**config.mk**
```make
export PLATFORM = sky130hd
export DESIGN_NAME = acc_control_unit
export DESIGN_NICKNAME = d
export VERILOG_FILES = /design/src/rtl/acc_cpu_pkg.sv /design/src/rtl/acc_control_unit.sv
export SDC_FILE = /design/constraint.sdc
export NUM_CORES = 1
export LEC_CHECK = 0
export CORE_MARGIN = 1.5
export CORE_UTILIZATION = 25
export CTS_BUF_LIST = sky130_fd_sc_hd__clkbuf_16
export CTS_CLUSTER_SIZE = 24
export DETAILED_ROUTE_END_ITERATION = 7
export PLACE_DENSITY = 0.45
export SYNTH_ARGS = -nofsm -noshare
export SYNTH_HDL_FRONTEND = slang
export SYNTH_SLANG_ARGS = --single-unit
```
**constraint.sdc**
```tcl
create_clock -name clk -period 1.8 [get_ports clk]
set_input_delay 0.45 -clock clk [delete_from_list [all_inputs] [get_ports clk]]
set_output_delay 0.45 -clock clk [all_outputs]
set_load 0.02 [all_outputs]
```
**src/rtl/acc_cpu_pkg.sv**
```systemverilog
// ---------------------------------------------------------------------------
// acc_cpu_pkg : shared widths, opcodes, ALU codes and sequencer states
// Rev 1.0
// ---------------------------------------------------------------------------
`default_nettype none

package acc_cpu_pkg;

    localparam int ADDR_W = 12;
    localparam int DATA_W = 16;

    localparam logic [3:0] OP_NOP   = 4'h0;
    localparam logic [3:0] OP_LDAC  = 4'h1;
    localparam logic [3:0] OP_STAC  = 4'h2;
    localparam logic [3:0] OP_ADD   = 4'h3;
    localparam logic [3:0] OP_SUB   = 4'h4;
    localparam logic [3:0] OP_DECAC = 4'h5;
    localparam logic [3:0] OP_SHR2  = 4'h6;
    localparam logic [3:0] OP_SHR3  = 4'h7;
    localparam logic [3:0] OP_SHR4  = 4'h8;
    localparam logic [3:0] OP_MVACR = 4'h9;
    localparam logic [3:0] OP_JMP   = 4'hA;
    localparam logic [3:0] OP_JMPZ  = 4'hB;
    localparam logic [3:0] OP_JMPNZ = 4'hC;
    localparam logic [3:0] OP_HALT  = 4'hF;

    localparam logic [2:0] ALU_NOP    = 3'd0;
    localparam logic [2:0] ALU_DECAC  = 3'd1;
    localparam logic [2:0] ALU_SHIFT4 = 3'd2;
    localparam logic [2:0] ALU_SHIFT3 = 3'd3;
    localparam logic [2:0] ALU_SHIFT2 = 3'd4;
    localparam logic [2:0] ALU_ADD    = 3'd5;
    localparam logic [2:0] ALU_SUB    = 3'd6;

    typedef enum logic [2:0] {
        FETCH  = 3'd0,
        DECODE = 3'd1,
        EXEC   = 3'd2,
        ALU_WB = 3'd3,
        MEM    = 3'd4,
        HALT   = 3'd5
    } state_t;

    function automatic logic [2:0] alu_map(input logic [3:0] opcode);
        case (opcode)
            OP_ADD:   alu_map = ALU_ADD;
            OP_SUB:   alu_map = ALU_SUB;
            OP_DECAC: alu_map = ALU_DECAC;
            OP_SHR2:  alu_map = ALU_SHIFT2;
            OP_SHR3:  alu_map = ALU_SHIFT3;
            OP_SHR4:  alu_map = ALU_SHIFT4;
            default:  alu_map = ALU_NOP;
        endcase
    endfunction

endpackage

`default_nettype wire

```
**src/rtl/acc_control_unit.sv**
```systemverilog
// ---------------------------------------------------------------------------
// acc_control_unit : multicycle fetch/decode/execute sequencer, owns PC/IR/Z
// Rev 1.0
// ---------------------------------------------------------------------------
`default_nettype none

module acc_control_unit #(
    parameter int                ADDR_W   = acc_cpu_pkg::ADDR_W,
    parameter int                DATA_W   = acc_cpu_pkg::DATA_W,
    parameter logic [ADDR_W-1:0] RESET_PC = '0
) (
    input  logic              clk,
    input  logic              rst_n,
    input  logic [DATA_W-1:0] mem_rdata,
    input  logic              mem_ack,
    output logic              mem_req,
    output logic              mem_we,
    output logic [ADDR_W-1:0] mem_addr,
    output logic [2:0]        alu_op,
    input  logic              alu_z,
    output logic              ac_load,
    output logic              ac_src,
    output logic              r_load,
    output logic              halted,
    output logic              illegal
);
    import acc_cpu_pkg::*;

    state_t              r_state, w_state_nxt;
    logic [ADDR_W-1:0]   r_pc, w_pc_nxt;
    logic [DATA_W-1:0]   r_ir, w_ir_nxt;
    logic                r_z, w_z_nxt;
    logic [3:0]          w_opcode;
    logic [ADDR_W-1:0]   w_operand;

    assign w_opcode  = r_ir[DATA_W-1 -: 4];
    assign w_operand = r_ir[ADDR_W-1:0];

    always_ff @(posedge clk or negedge rst_n) begin
        if (!rst_n) begin
            r_state <= FETCH;
            r_pc    <= RESET_PC;
            r_ir    <= '0;
            r_z     <= 1'b0;
        end else begin
            r_state <= w_state_nxt;
            r_pc    <= w_pc_nxt;
            r_ir    <= w_ir_nxt;
            r_z     <= w_z_nxt;
        end
    end

    always_comb begin
        w_state_nxt = r_state;
        w_pc_nxt    = r_pc;
        w_ir_nxt    = r_ir;
        w_z_nxt     = r_z;
        mem_req     = 1'b0;
        mem_we      = 1'b0;
        mem_addr    = '0;
        alu_op      = ALU_NOP;
        ac_load     = 1'b0;
        ac_src      = 1'b0;
        r_load      = 1'b0;
        halted      = 1'b0;
        illegal     = 1'b0;

        case (r_state)
            FETCH: begin
                mem_req  = 1'b1;
                mem_addr = r_pc;
                if (mem_ack) begin
                    w_ir_nxt    = mem_rdata;
                    w_pc_nxt    = r_pc + 1'b1;
                    w_state_nxt = DECODE;
                end
            end
            DECODE: begin
                w_state_nxt = FETCH;
                case (w_opcode)
                    OP_ADD, OP_SUB, OP_DECAC,
                    OP_SHR2, OP_SHR3, OP_SHR4: w_state_nxt = EXEC;
                    OP_LDAC, OP_STAC:          w_state_nxt = MEM;
                    OP_MVACR:                  r_load = 1'b1;
                    OP_JMP:                    w_pc_nxt = w_operand;
                    OP_JMPZ:  if (r_z)         w_pc_nxt = w_operand;
                    OP_JMPNZ: if (!r_z)        w_pc_nxt = w_operand;
                    OP_HALT:                   w_state_nxt = HALT;
                    OP_NOP:                    w_state_nxt = FETCH;
                    default:                   illegal = 1'b1;
                endcase
            end
            EXEC: begin
                alu_op      = alu_map(w_opcode);
                w_state_nxt = ALU_WB;
            end
            ALU_WB: begin
                alu_op      = alu_map(w_opcode);
                ac_load     = 1'b1;
                w_z_nxt     = alu_z;
                w_state_nxt = FETCH;
            end
            MEM: begin
                mem_req  = 1'b1;
                mem_addr = w_operand;
                mem_we   = (w_opcode == OP_STAC);
                if (mem_ack) begin
                    ac_load     = (w_opcode == OP_LDAC);
                    ac_src      = (w_opcode == OP_LDAC);
                    w_state_nxt = FETCH;
                end
            end
            HALT: halted = 1'b1;
            default: w_state_nxt = FETCH;
        endcase

        // The registered state resets to FETCH, so outputs are forced quiet while reset is held.
        if (!rst_n) begin
            mem_req  = 1'b0;
            mem_we   = 1'b0;
            mem_addr = '0;
            alu_op   = ALU_NOP;
            ac_load  = 1'b0;
            ac_src   = 1'b0;
            r_load   = 1'b0;
            halted   = 1'b0;
            illegal  = 1'b0;
        end
    end

endmodule

`default_nettype wire
```
==> metrics.txt <==
number of library cell types mapped by synthesis=42; Cell Area, Placed=about 2700 sq um; drt drc=0; CP startpoint=r_state[0]$_DFFE_PN0P_; clock network fraction of design power=14.3%; largest net degree at the start of global routing=33; Rel. slew slack=a little over 70%; fillers=754; share of the synthesized area in the top cell type=between 40% and 50%; clk_skew=0.00386 ns; CP Capture Type=output pin; via density per instance=between 4 and 5; clock latency on the worst-skew pair=0.27 ns; Syn Nets=253; total power=about 5400 uW; placed cell count=394; synth cell count leaders=59 x nand2_1, 32 x dfrtp_1, 15 x nor2_1; core footprint=7250 sq um; Overflow after GRT=0; via count=1996; Die Width=89.8 um; Layout Utilization=44.2%; CTS tree=built; Initial Util=26.0%; synth warn=0; crit path kind=flip-flop to output pin; number of synthesized flops with an enable pin=0; CTS Buf Count=5; crit path DAT=1.59 ns; first-pass GRT wire length=~9.6 mm; critical path fanouts, max=3; top-count cell post-synth=nand2_1; die area=8070 sq um; # rows=31; Max Freq=between 400 and 500 MHz; H-Tree Depth=2; Slew Limit Fails=0; layout cells sized above 1=about 44%; Flop pwr share=27.6%; fin crit share=113%; clk buf depth=2; hold_buf cts=0; root buffer cell=clkbuf_16; ys flop type=dfrtp_1; Place WS=-1.03 ns; Ant. Diodes=0; Internal=between 3000 and 4000 uW; Hold Crit Start=r_ir[8]$_DFFE_PN0P_; PD cells=roughly 1700 nW/um^2; Net Sw Power=2230 uW; setup ws final=-0.236 ns; Port Buffers=41; Final setup viols=35; sequential element share of the synthesized area=42.5%; Max-Cap Viols=0; status=finished with violations; Final HPWL DP=3.97 mm; Boundary Pins=42; worst min path class=flip-flop to flip-flop; vias in the first global route=1926; DRT iter0 DRCs=80; DRT antenna net count=0; Pre-antenna DRT Iters=4; Die Y=89.8 um; Comb pwr share=58.1%; fraction of registers with async set/reset=100%; unrepaired setup endpoints after global routing=true; Avg Synthesized Cell Area=8.12 sq um; VDD IR max=about 0.6 mV; CTS sink cnt=32; Startpoint Class=flip-flop; actual slew at the worst max-slew pin=0.434 ns; CTS clk-pin slew, worst paths=0.05 ns; RD Place Congestion=a little over 0.8; initial antenna violation count=0; area added between synthesis and finish=70.3%; Fin. Hold Viols=0; Routed WL per cell=approximately 14 um; top cell type by total area after synthesis=dfrtp_1; violated checks=setup timing; ranking of synthesized cells by area=dfrtp_1 42%, nand2_1 12%, a22o_1 5.6%; cell area after synthesis=roughly 1900 sq um; r2r startpoint=r_state[1]$_DFFE_PN0P_; WP data required=1.35 ns; Static Leakage=0.00144 uW; Sw Share=41.3%; Synth Register Bits=32; Final min period=2.04 ns; design area=around 3200 sq um; Global Route Usage Sum=around 15%; total wire length=5.88 mm; Cells after Synth=232; Final Instance Count excl. Fillers=419; fin nets=between 300 and 400
-- cell type report --
| cell class | instances | area [sq um] | share of cell area [%] |
|---|---|---|---|
| multi-input combinational | 179 | 1240 | 38.5 |
| timing repair buffer | 97 | 891 | 27.8 |
| sequential | 32 | 806 | 25.1 |
| clock buffer | 5 | 125 | 3.90 |
| tap | 99 | 124 | 3.86 |
| inverter | 5 | 18.8 | 0.585 |
| clock inverter | 2 | 8.76 | 0.273 |
-- layer usage --
metal,track usage [%],share of wire (%),vias up
met2,23.0,47,27
met5,0,0,-
li1,-,-,1002
met3,2.28,2.3,4
met1,20.9,50,963
met4,3.04,0.82,0
-- critical path, stage by stage, from the launching register on --
cell,delay (ns)
dfrtp_1,0.38
nand2b_4,0.16
nor3b_4,0.20
buf_4,0.15
and4_4,0.22
a31o_4,0.10
buf_6,0.10
-- cells in the final DEF (no fill, tap or decap), drive strengths merged, types with 2 or more instances in the layout --
cell	count
and3	2
a211oi	2
buf	77
nand2b	5
a21oi	13
clkdlybuf4s50	17
and4b	2
nor2b	6
or3	3
nor4b	2
o211ai	2
inv	6
and4	2
o21ai	9
a22o	12
nand4	3
and2	2
clkbuf	6
mux2i	2
nand2	59
dfrtp	32
o22ai	2
nor2	15
nor3	9
nand3	11
-- power by group through the flow --
stage / logic, uW / registers (uW) / clock network, uW
floorplan: 1460 / 1340 / 0
global placement: 2470 / 1450 / 0
detailed placement: 2470 / 1440 / 0
CTS: 2720 / 1440 / 796
global route: 3430 / 1540 / 828
finish: 3130 / 1490 / 774
-- registers in the layout, summed over array words and instances, names as in the netlist --
register / cells
r_pc: 12
r_z: 1
r_ir: 16
r_state: 3
-- stage by stage --
stage,TNS (ns),hold slack (ns)
6_report,-3.13,0.500
2_1_floorplan,-0.539,0.154
5_1_grt,-6.28,0.532
3_3_place_gp,-30.99,0.498
3_5_place_dp,-31.34,0.495
4_1_cts,-3.40,0.505
-- cells by family after synthesis --
group           after synthesis  share of synthesized area [%]
mux                           3                           1.66
buf+inv                      21                           4.18
compound gates               50                           18.2
flops                        32                           42.5
fa+ha+maj                     1                          0.664
xor+xnor                      1                          0.465
simple gates                124                           32.3
-- path summary, 6_finish.rpt --
check	end	slack (ns)	cells past startpoint
max	ac_load	-0.24	6
min	r_ir[8]$_DFFE_PN0P_	0.50	2
max reg2reg	r_pc[8]$_DFFE_PN0P_	-0.23	6
min reg2reg	r_ir[8]$_DFFE_PN0P_	0.50	2
max in group asynchronous	r_ir[13]$_DFFE_PN0P_	0.87	3
min in group asynchronous	r_state[0]$_DFFE_PN0P_	0.60	3
-- timing repair --
item	CTS	global route
resized for setup	145	58
buffers inserted	8	11
pin swaps	6	19
endpoints found under the setup margin	49	46
gates cloned	0	1
Note: power is estimated with default switching activity, not from simulation.
